--- config.mk ---
export PLATFORM = sky130hd
export DESIGN_NAME = multi_clock_divider
export DESIGN_NICKNAME = d
export VERILOG_FILES = /design/src/rtl/clock_divider_pkg.sv /design/src/rtl/divider_channel.sv /design/src/rtl/multi_clock_divider.sv
export SDC_FILE = /design/constraint.sdc
export NUM_CORES = 1
export LEC_CHECK = 0
export ABC_AREA = 1
export CAP_MARGIN = 10
export CORE_MARGIN = 4
export CORE_UTILIZATION = 25
export DETAILED_ROUTE_END_ITERATION = 10
export PLACE_DENSITY = 0.44
export SYNTH_ARGS = -nofsm -noshare
export SYNTH_HDL_FRONTEND = slang
export SYNTH_HIERARCHICAL = 1
export SYNTH_SLANG_ARGS = --single-unit
--- constraint.sdc ---
create_clock -name clock50MHZ -period 4 [get_ports clock50MHZ]
set_clock_uncertainty 0.05 [all_clocks]
set_input_delay 0.4 -clock clock50MHZ [delete_from_list [all_inputs] [get_ports clock50MHZ]]
set_output_delay 0.4 -clock clock50MHZ [all_outputs]
set_load 0.05 [all_outputs]
--- src/rtl/clock_divider_pkg.sv ---
// Shared definitions for the multi-channel clock divider.
//   IDX_W(n)      : width of a channel index for n channels (at least 1 bit)
//   ceil_half(d)  : number of high cycles of a square output with period d
//   DEFAULT_DIV_* : common 50 MHz divisors (50 Hz and 1 Hz strobes)
package clock_divider_pkg;

  localparam int DEFAULT_DIV_50HZ = 1000000;
  localparam int DEFAULT_DIV_1HZ  = 50000000;

  function automatic int IDX_W(input int channels);
    return (channels > 1) ? $clog2(channels) : 1;
  endfunction

  function automatic logic [63:0] ceil_half(input logic [63:0] d);
    return (d + 64'd1) >> 1;
  endfunction

endpackage

--- src/rtl/divider_channel.sv ---
// One divider channel: active divisor, shadow divisor with pending flag,
// period counter and registered tick / square outputs.
//   clock50MHZ : clock
//   reset_n    : asynchronous active-low reset
//   enable     : run enable for this channel
//   restart    : phase-align pulse (counter to 0, pending divisor applied)
//   wr         : divisor write strobe addressed to this channel
//   wr_value   : divisor carried by the write
//   tick       : one-cycle strobe on the wrap edge
//   clock      : square output, high ceil(D/2) cycles, low floor(D/2)
module divider_channel
  import clock_divider_pkg::*;
#(
  parameter int WIDTH       = 26,
  parameter int DEFAULT_DIV = DEFAULT_DIV_1HZ
) (
  input  logic             clock50MHZ,
  input  logic             reset_n,
  input  logic             enable,
  input  logic             restart,
  input  logic             wr,
  input  logic [WIDTH-1:0] wr_value,
  output logic             tick,
  output logic             clock
);

  localparam logic [WIDTH-1:0] ONE     = WIDTH'(1);
  localparam logic [WIDTH-1:0] DIV_RST = WIDTH'(DEFAULT_DIV);

  logic [WIDTH-1:0] div, shadow, c;
  logic             pend;

  logic [WIDTH-1:0] div_nx, shadow_nx, c_nx;
  logic             pend_nx, tick_nx, clock_nx;
  logic             running, wrap;

  always_comb begin
    div_nx    = div;
    shadow_nx = shadow;
    pend_nx   = pend;
    c_nx      = '0;
    tick_nx   = 1'b0;
    clock_nx  = 1'b0;
    running   = enable && (div != '0);
    wrap      = running && (c == div - ONE);

    if (restart || !running) begin
      // Parked or phase-aligning: counter held at 0 and any divisor change
      // takes effect at once, a fresh write overriding an older shadow.
      if (wr) begin
        div_nx    = wr_value;
        shadow_nx = wr_value;
        pend_nx   = 1'b0;
      end else if (pend) begin
        div_nx  = shadow;
        pend_nx = 1'b0;
      end
    end else begin
      if (wrap) begin
        c_nx    = '0;
        tick_nx = 1'b1;
        if (pend) div_nx = shadow;
        pend_nx = 1'b0;
      end else begin
        c_nx = c + ONE;
      end
      // A write seen on the wrap edge itself waits for the following wrap.
      if (wr) begin
        shadow_nx = wr_value;
        pend_nx   = 1'b1;
      end
      clock_nx = (div_nx != '0) && (64'(c_nx) < ceil_half(64'(div_nx)));
    end
  end

  always_ff @(posedge clock50MHZ or negedge reset_n) begin
    if (!reset_n) begin
      div    <= DIV_RST;
      shadow <= DIV_RST;
      pend   <= 1'b0;
      c      <= '0;
      tick   <= 1'b0;
      clock  <= 1'b0;
    end else begin
      div    <= div_nx;
      shadow <= shadow_nx;
      pend   <= pend_nx;
      c      <= c_nx;
      tick   <= tick_nx;
      clock  <= clock_nx;
    end
  end

endmodule

--- src/rtl/multi_clock_divider.sv ---
// CHANNELS independent slow strobes derived from the 50 MHz board clock.
//   clock50MHZ   : sole clock
//   reset_n      : asynchronous active-low reset
//   enable       : per-channel run enable
//   restart      : one-cycle pulse, phase-aligns every channel
//   load         : one-cycle divisor write strobe
//   load_channel : target channel of the write
//   load_value   : new divisor
//   load_ack     : one-cycle pulse after a write to an existing channel
//   load_err     : one-cycle pulse after a write to a nonexistent channel
//   tick         : per-channel one-cycle strobe, once per period
//   clock        : per-channel near-50% square output
module multi_clock_divider
  import clock_divider_pkg::*;
#(
  parameter int CHANNELS    = 4,
  parameter int WIDTH       = 26,
  parameter int DEFAULT_DIV = DEFAULT_DIV_1HZ
) (
  input  logic                        clock50MHZ,
  input  logic                        reset_n,
  input  logic [CHANNELS-1:0]         enable,
  input  logic                        restart,
  input  logic                        load,
  input  logic [IDX_W(CHANNELS)-1:0]  load_channel,
  input  logic [WIDTH-1:0]            load_value,
  output logic                        load_ack,
  output logic                        load_err,
  output logic [CHANNELS-1:0]         tick,
  output logic [CHANNELS-1:0]         clock
);

  logic                chan_valid;
  logic [CHANNELS-1:0] wr;

  assign chan_valid = 32'(load_channel) < 32'(CHANNELS);

  always_ff @(posedge clock50MHZ or negedge reset_n) begin
    if (!reset_n) begin
      load_ack <= 1'b0;
      load_err <= 1'b0;
    end else begin
      load_ack <= load && chan_valid;
      load_err <= load && !chan_valid;
    end
  end

  for (genvar g = 0; g < CHANNELS; g++) begin : g_chan
    assign wr[g] = load && (32'(load_channel) == 32'(g));

    divider_channel #(
      .WIDTH       (WIDTH),
      .DEFAULT_DIV (DEFAULT_DIV)
    ) u_chan (
      .clock50MHZ (clock50MHZ),
      .reset_n    (reset_n),
      .enable     (enable[g]),
      .restart    (restart),
      .wr         (wr[g]),
      .wr_value   (load_value),
      .tick       (tick[g]),
      .clock      (clock[g])
    );
  end

endmodule

==> metrics.md, run 1 <==
| Metric | Value |
|---|---|
| Outcome | `finished, violations left` |
| Failing checks | `setup timing` |
| Final period util | `109%` |
| Sequential share of the synthesized area | `approximately 28%` |
| First-iteration detailed-routing DRC count | `2028` |
| Critical path data arrival time | `~4.8 ns` |
| Achievable frequency | `about 0.23 GHz` |
| # diodes | `0` |
| Post-DP HPWL | `95700 microns` |
| Sw frac | `40.9%` |
| Family with the most delay on the worst path | `simple AND/OR/NAND/NOR gates` |
| Max incr delay on CP | `roughly 0.45 ns` |
| Initial antenna violation count | `1` |
| TNS Setup | `-1.13 ns` |
| Crit path from | `g_chan[2].u_chan/div[4]` |
| Synthesized instance count | `~4600` |
| Predominant post-synthesis flop cell | `dfrtp_1` |
| P&R area growth vs syn | `38.0%` |
| Most common cell after layout, fill and taps aside | `nand2_1` |
| Startpoint types | `flip-flop` |
| Worst setup path endpoint | `g_chan[2].u_chan/clock` |
| Routed vias | `around 32000` |
| Total clock sinks | `about 330` |
| Asr flop ratio synth | `100%` |
| Levels on crit path | `29` |
| Slew Limit Fails | `0` |
| ANT nets after route | `0` |
| Logic pwr share | `approximately 47%` |
| Met1 wire length | `between 50000 and 60000 microns` |
| Min-delay worst type | `in -> reg` |
| CTS buffer count | `between 40 and 50` |
| # H-tree levels | `2` |
| Clock Power Share | `between 20% and 30%` |
| Top Ports | `46` |
| CTS clk-pin slew, worst paths | `roughly 0.060 ns` |
| Worst Slack Setup Final | `-0.347 ns` |
| DR pass1 iterations | `6` |
| Die area | `~120000 sq um` |
| Synth warn | `6` |
| Top sig layer | `met4` |
| Max cap viols | `0` |
| RSZ-0062 raised after global routing | `true` |
| Net Count, Synth | `4804` |
| EDFF count, synth | `0` |
| Wire per inst | `17.5 microns` |
| Worst Path Class, Setup | `reg -> reg` |
| Setup crit end kind | `flip-flop` |
| Reg-to-Reg End | `g_chan[2].u_chan/clock` |
| Max clock buf depth | `3` |
| Commonest non-fill, non-tap cells in the layout | `nand2_1 (1223), buf_4 (727), inv_1 (539), nor2_1 (433), o21ai_0 (426)` |
| Worst skew pair latency | `roughly 0.60 ns` |
| Hold path cells | `1` |
| Critical path required time | `4.49 ns` |
| Port Buffers | `44` |
| Synthesized area | `~30000 sq um` |
| Total net switching power | `roughly 6400 uW` |
| Reg2Reg Launch Point | `g_chan[2].u_chan/div[4]` |
| Gr usage total | `18.8%` |
| Routed WL | `roughly 120000 microns` |
| Dpl ws | `-0.779 ns` |
| Final setup violation count | `4` |
| Endpoints failing hold | `0` |
| CTS tree | `yes` |
| Crit-path most repeated cell | `nand2_1` |
| First-pass GRT wire length | `approximately 180000 microns` |
| Fraction of layout cells with a size suffix above 1 | `about 28%` |
| Final routed DRC violation total | `0` |
| Worst VDD drop | `around 0.00030 V` |
| CP Max Fanout | `6` |
| Core box area | `118000 sq um` |
| Synthesized flop and latch total | `roughly 330` |
| Buf/Inv on CP | `5` |
| R2R cell count | `29` |
| Initial core utilization | `around a quarter` |
| Root Buffer | `clkbuf_16` |
| Crit-path slowest cell | `dfrtp_1` |
| Worst reg-to-reg setup slack | `-0.35 ns` |
| Largest net degree at the start of global routing | `a little over 80` |
| Worst-Margin Slew | `just under 0.8 ns` |
| Minimum clock period | `between 4 and 5 ns` |
| Distinct cell type count after synthesis | `43` |
| Number of global-route vias before repair | `a little over 30000` |
| Mapped Avg Cell Area | `approximately 6.4 sq um` |
| Power density cells | `~380 nW/um^2` |
| P_leak | `slightly below 0.02 uW` |
| Max_slew headroom | `47.5%` |
| Final global-route overflow total | `0` |
| Die X-Extent | `between 300 and 400 microns` |
| # rows | `between 100 and 150` |
| Met3 WL | `4510 microns` |
| Final GP Congestion | `between 0.9 and 1` |
| Number of vias per cell | `4.60` |
| DIE HEIGHT | `~350 microns` |
| Sequential power share | `27.6%` |
| Nets | `approximately 5500` |
| P_int | `slightly above 9000 uW` |
| WL met2 | `56000 microns` |
==> kinds of logic after synthesis <==
| kind of cell | synth area share, % |
|---|---|
| other | 0.0126 |
| AOI/OAI and AO/OA | 9.70 |
| buffers and inverters | 9.72 |
| xor gates and xnor gates | 7.37 |
| and+or+nand+nor | 40.5 |
| DFF | 27.6 |
| adders and majority gates | 5.03 |
==> power by group through the flow <==
stage               logic, uW  registers, uW  clock network [uW]
CTS                      6950           4300                4150
floorplan                3510           4160                   0
global placement         6620           4330                   0
global route             8140           4360                4240
finish                   7350           4310                3980
detailed placement       6620           4330                   0
==> per-stage QoR <==
step                      std cells  cell area, sq um  hold WS, ns  total power, uW  utilization, %
after floorplan                4648             29800       0.0544             7670               -
after global routing           6953             41200        0.226            16700            34.8
after detailed placement       6786             37200        0.394            11000            31.5
after CTS                      6900             39700        0.202            15400            33.6
final                          6953             41200        0.249            15600            34.8
after global placement         6786             37200        0.389            11000            31.5
==> routing by layer <==
| metal | global-route usage, % | up-vias |
|---|---|---|
| li1 | - | 16400 |
| met1 | 26.3 | 15000 |
| met2 | 31.3 | 510 |
| met3 | 1.61 | 102 |
| met4 | 4.14 | 0 |
| met5 | 0 | - |
==> cells in the mapped netlist, types with 96 or more instances <==
| cell type | count | area share (%) |
|---|---|---|
| nand4_1 | 186 | 3.9 |
| clkbuf_1 | 117 | 1.5 |
| ha_1 | 120 | 5.0 |
| xor2_1 | 168 | 4.9 |
| dfrtp_1 | 229 | 19 |
| o21ai_0 | 432 | 7.2 |
| nand3_1 | 233 | 3.9 |
| nor2_1 | 527 | 6.6 |
| dfstp_2 | 96 | 8.5 |
| inv_1 | 556 | 7.0 |
| nor3_1 | 136 | 2.3 |
| nand2_1 | 1327 | 17 |
==> state kept, by name (all words and copies together) (netlist names) <==
name	cells
g_chan.u_chan/tick	4
g_chan.u_chan/c	104
g_chan.u_chan/div	104
g_chan.u_chan/shadow	104
load_ack	1
g_chan.u_chan/clock	4
g_chan.u_chan/pend	4
==> final cells by class <==
type / count / area (sq um)
multi-input cells: 3586 / 20300
repair buffers: 851 / 7140
fillers: 13000 / 77000
well taps: 1536 / 1920
flip-flops and latches: 325 / 8280
inverters: 579 / 2180
clock inverters: 20 / 273
clock buffers: 56 / 1120
==> how the worst min path moves through the flow <==
stage,startpoint,end,slack (ns)
after floorplan,reset_n,g_chan[0].u_chan/c[0],0.05
after global placement,reset_n,g_chan[2].u_chan/c[11],0.39
after detailed placement,reset_n,g_chan[2].u_chan/c[11],0.39
after CTS,load,load_ack,0.20
after global routing,load,load_ack,0.23
final,load,load_ack,0.25
==> repair_timing <==
action / CTS / global route
pin swaps: 70 / 142
endpoints found under the setup margin: 4 / 4
setup buffers: 35 / 51
hold endpoints to repair: 54 / 0
gates cloned: 2 / 2
resized for setup: 205 / 273
hold buffers: 1 / 0
Power figures use the tool's default switching activity.
==> run 2, diff against run 1 <==
--- a/config.mk
+++ b/config.mk
@@ -13,5 +13,4 @@
 export PLACE_DENSITY = 0.44
 export SYNTH_ARGS = -nofsm -noshare
 export SYNTH_HDL_FRONTEND = slang
-export SYNTH_HIERARCHICAL = 1
 export SYNTH_SLANG_ARGS = --single-unit
==> metrics.md, run 2 <==
| Metric | Value |
|---|---|
| Outcome | `finished, violations left` |
| Failing checks | `setup timing` |
| Predominant post-synthesis flop cell | `dfrtp_1` |
| Routed vias | `around 32000` |
| ANT nets after route | `0` |
| Largest registers | `g_chan.u_chan.c: 104 flops, g_chan.u_chan.div: 104 flops, g_chan.u_chan.shadow: 104 flops` |
| Sequential share of the synthesized area | `between 20% and 30%` |
| Placed cell area | `roughly 37000 sq um` |
| Root Buffer | `clkbuf_16` |
| Most common cell after layout, fill and taps aside | `nand2_1` |
| Largest net degree at the start of global routing | `between 90 and 100` |
| Worst Slack Setup Final | `-0.350 ns` |
| Mapped Avg Cell Area | `6.38 sq um` |
| Distinct cell type count after synthesis | `slightly above 50` |
| Port Buffers | `44` |
| Die area | `approximately 120000 sq um` |
| Critical path required time | `about 4.5 ns` |
| Worst skew pair latency | `around 0.65 ns` |
| Top post-synthesis cells by area | `dfrtp_1 (20%), nand2_1 (17%), dfstp_2 (8.7%)` |
| FF/Latch Area | `a little over 8000 sq um` |
| Setup crit end kind | `flip-flop` |
| Initial antenna violation count | `3` |
| Worst-Margin Slew | `slightly below 0.9 ns` |
| Startpoint types | `flip-flop` |
| Post-synth top area share | `approximately 20%` |
| Max cap viols | `0` |
| Finished Cell Area | `41100 sq um` |
| Minimum clock period | `between 4 and 5 ns` |
| Placed insts | `6746` |
| Worst VDD drop | `between 0.0003 and 0.0004 V` |
| Top cells by count, synth | `nand2_1 (1325), nor2_1 (592), inv_1 (536), o21ai_0 (465), dfrtp_1 (229)` |
| Die X-Extent | `between 300 and 400 microns` |
| CTS buffer count | `47` |
| Net Count, Synth | `approximately 4700` |
| First-pass GRT wire length | `between 150000 and 200000 microns` |
| Achievable frequency | `around 0.23 GHz` |
| Core box area | `~110000 sq um` |
| Slew Limit Fails | `0` |
| Reg2Reg Launch Point | `g_chan[3].u_chan.div[1]` |
| Count leader, synth | `nand2_1` |
| EDFF count, synth | `0` |
| Gr usage total | `a little under a fifth` |
| Endpoints failing hold | `0` |
| P_leak | `a little under 0.02 uW` |
| Synth warn | `0` |
| Fin cells | `between 6000 and 7000` |
| Max clock buf depth | `3` |
| Critical path data arrival time | `~4.8 ns` |
| Nets | `roughly 5500` |
| Number of global-route vias before repair | `30800` |
| RSZ-0062 raised after global routing | `true` |
| WHS | `0.339 ns` |
| P&R area growth vs syn | `41.9%` |
| Max_slew headroom | `between 40% and 50%` |
| Min-delay worst type | `in -> async` |
| Initial core utilization | `25.3%` |
| DIE HEIGHT | `~350 microns` |
| R2R cell count | `26` |
| # fillers | `12500` |
| Final routed DRC violation total | `0` |
| CTS tree | `yes` |
| Top Ports | `46` |
| Post-layout util | `between 30 and 40%` |
| Final setup violation count | `4` |
| Synthesized flop and latch total | `about 330` |
| Reg-to-Reg End | `g_chan[3].u_chan.clock` |
| # rows | `roughly 120` |
| CTS clk-pin slew, worst paths | `around 0.06 ns` |
| Power density cells | `between 300 and 400 nW/um^2` |
| Post-DP HPWL | `94600 microns` |
| CP Max Fanout | `6` |
| Worst reg-to-reg setup slack | `-0.35 ns` |
| Worst Path Class, Setup | `reg -> reg` |
| Fraction of layout cells with a size suffix above 1 | `29.4%` |
| Asr flop ratio synth | `100%` |
| # H-tree levels | `2` |
| Synthesized area | `about 29000 sq um` |
| Wire per inst | `between 15 and 20 microns` |
| Commonest non-fill, non-tap cells in the layout | `nand2_1 (1250), buf_4 (819), inv_1 (509), nor2_1 (476), o21ai_0 (451)` |
| Number of vias per cell | `roughly 4.6` |
| Final global-route overflow total | `0` |
| Area of the multi-input gates | `19700 sq um` |
| Cell taking the most area after synthesis | `dfrtp_1` |
| Final period util | `109%` |
| Routed WL | `119000 microns` |
| Synthesized instance count | `4543` |
| Total power draw | `roughly 16000 uW` |
| Final GP Congestion | `a little over 0.9` |
| First-iteration detailed-routing DRC count | `2204` |
| Total clock sinks | `around 330` |
| DR pass1 iterations | `6` |
[run 2: worst max-delay path, stage by stage, from the launching register on]
cell and delay [ns]:
dfrtp_1 0.41, inv_2 0.09, ha_4 0.14, nand3_4 0.14, nor2_8 0.23, xor2_1 0.22
nand2_1 0.07, nand2_1 0.11, nand4_1 0.16, nor2_4 0.20, nand3_4 0.18, buf_12 0.18
buf_16 0.13, buf_4 0.14, o21ai_4 0.23, nor2_2 0.09, nand2_2 0.11, nor2_4 0.06
buf_6 0.10, buf_4 0.12, nand2_1 0.09, xor2_2 0.08, ha_1 0.29, nand4_1 0.12
o221a_2 0.29, a21oi_2 0.13, nor2_1 0.05
[run 2: kinds of logic after synthesis]
group / after synthesis / share of synthesized area [%]
simple gates: 2562 / 38.5
buf+inv: 703 / 9.77
compound gates: 610 / 11.2
flops: 325 / 28.5
xor+xnor: 221 / 6.87
fa+ha+maj: 120 / 5.18
other cells: 1 / 0.0129
mux: 1 / 0.0388
[run 2: metal layers]
| layer | vias up | GRT usage (%) | part of all wire (%) |
|---|---|---|---|
| met3 | 160 | 2.60 | 4.3 |
| met1 | 14800 | 26.1 | 47 |
| li1 | 16200 | - | - |
| met4 | 0 | 5.55 | 3.1 |
| met2 | 604 | 31.7 | 46 |
| met5 | - | 0 | 0 |
[run 2: cell type report]
type | instances | area share, %
flip-flops and latches | 325 | 20.1
multi-input cells | 3516 | 47.8
clock inverters | 30 | 1.16
well taps | 1512 | 4.60
diodes | 4 | 0.0243
inverters | 554 | 5.07
repair buffers | 910 | 18.0
clock buffers | 58 | 3.18
[run 2: what timing repair did]
item / CTS / global route
setup buffers: 41 / 25
hold buffers: 1 / 0
resized for setup: 236 / 235
pin swaps: 94 / 76
endpoints found under the hold margin: 65 / 0
endpoints found under the setup margin: 4 / 4
gates cloned: 4 / 1
[run 2: how the worst max path moves through the flow]
stage	from	slack (ns)	to	cells past startpoint
2_1_floorplan	g_chan[2].u_chan.div[0]	0.008	g_chan[2].u_chan.clock	30
3_3_place_gp	g_chan[3].u_chan.div[1]	-0.92	g_chan[3].u_chan.clock	29
3_5_place_dp	g_chan[3].u_chan.div[1]	-0.93	g_chan[3].u_chan.clock	29
4_1_cts	g_chan[3].u_chan.div[0]	-0.45	g_chan[3].u_chan.clock	31
5_1_grt	g_chan[1].u_chan.div[18]	-0.66	g_chan[1].u_chan.clock	29
6_report	g_chan[3].u_chan.div[1]	-0.35	g_chan[3].u_chan.clock	26
[run 2: metrics by stage]
step	TNS, ns	setup slack (ns)
2_1_floorplan	0	0.00794
3_3_place_gp	-3.04	-0.920
3_5_place_dp	-2.93	-0.925
4_1_cts	-1.29	-0.448
5_1_grt	-2.46	-0.659
6_report	-1.17	-0.350
[run 2: where the power goes]
| group | switching (uW) | internal, uW |
|---|---|---|
| clock network | 1870 | 3040 |
| logic | 4040 | 3120 |
| registers | 448 | 3840 |
| total | 6360 | 10000 |
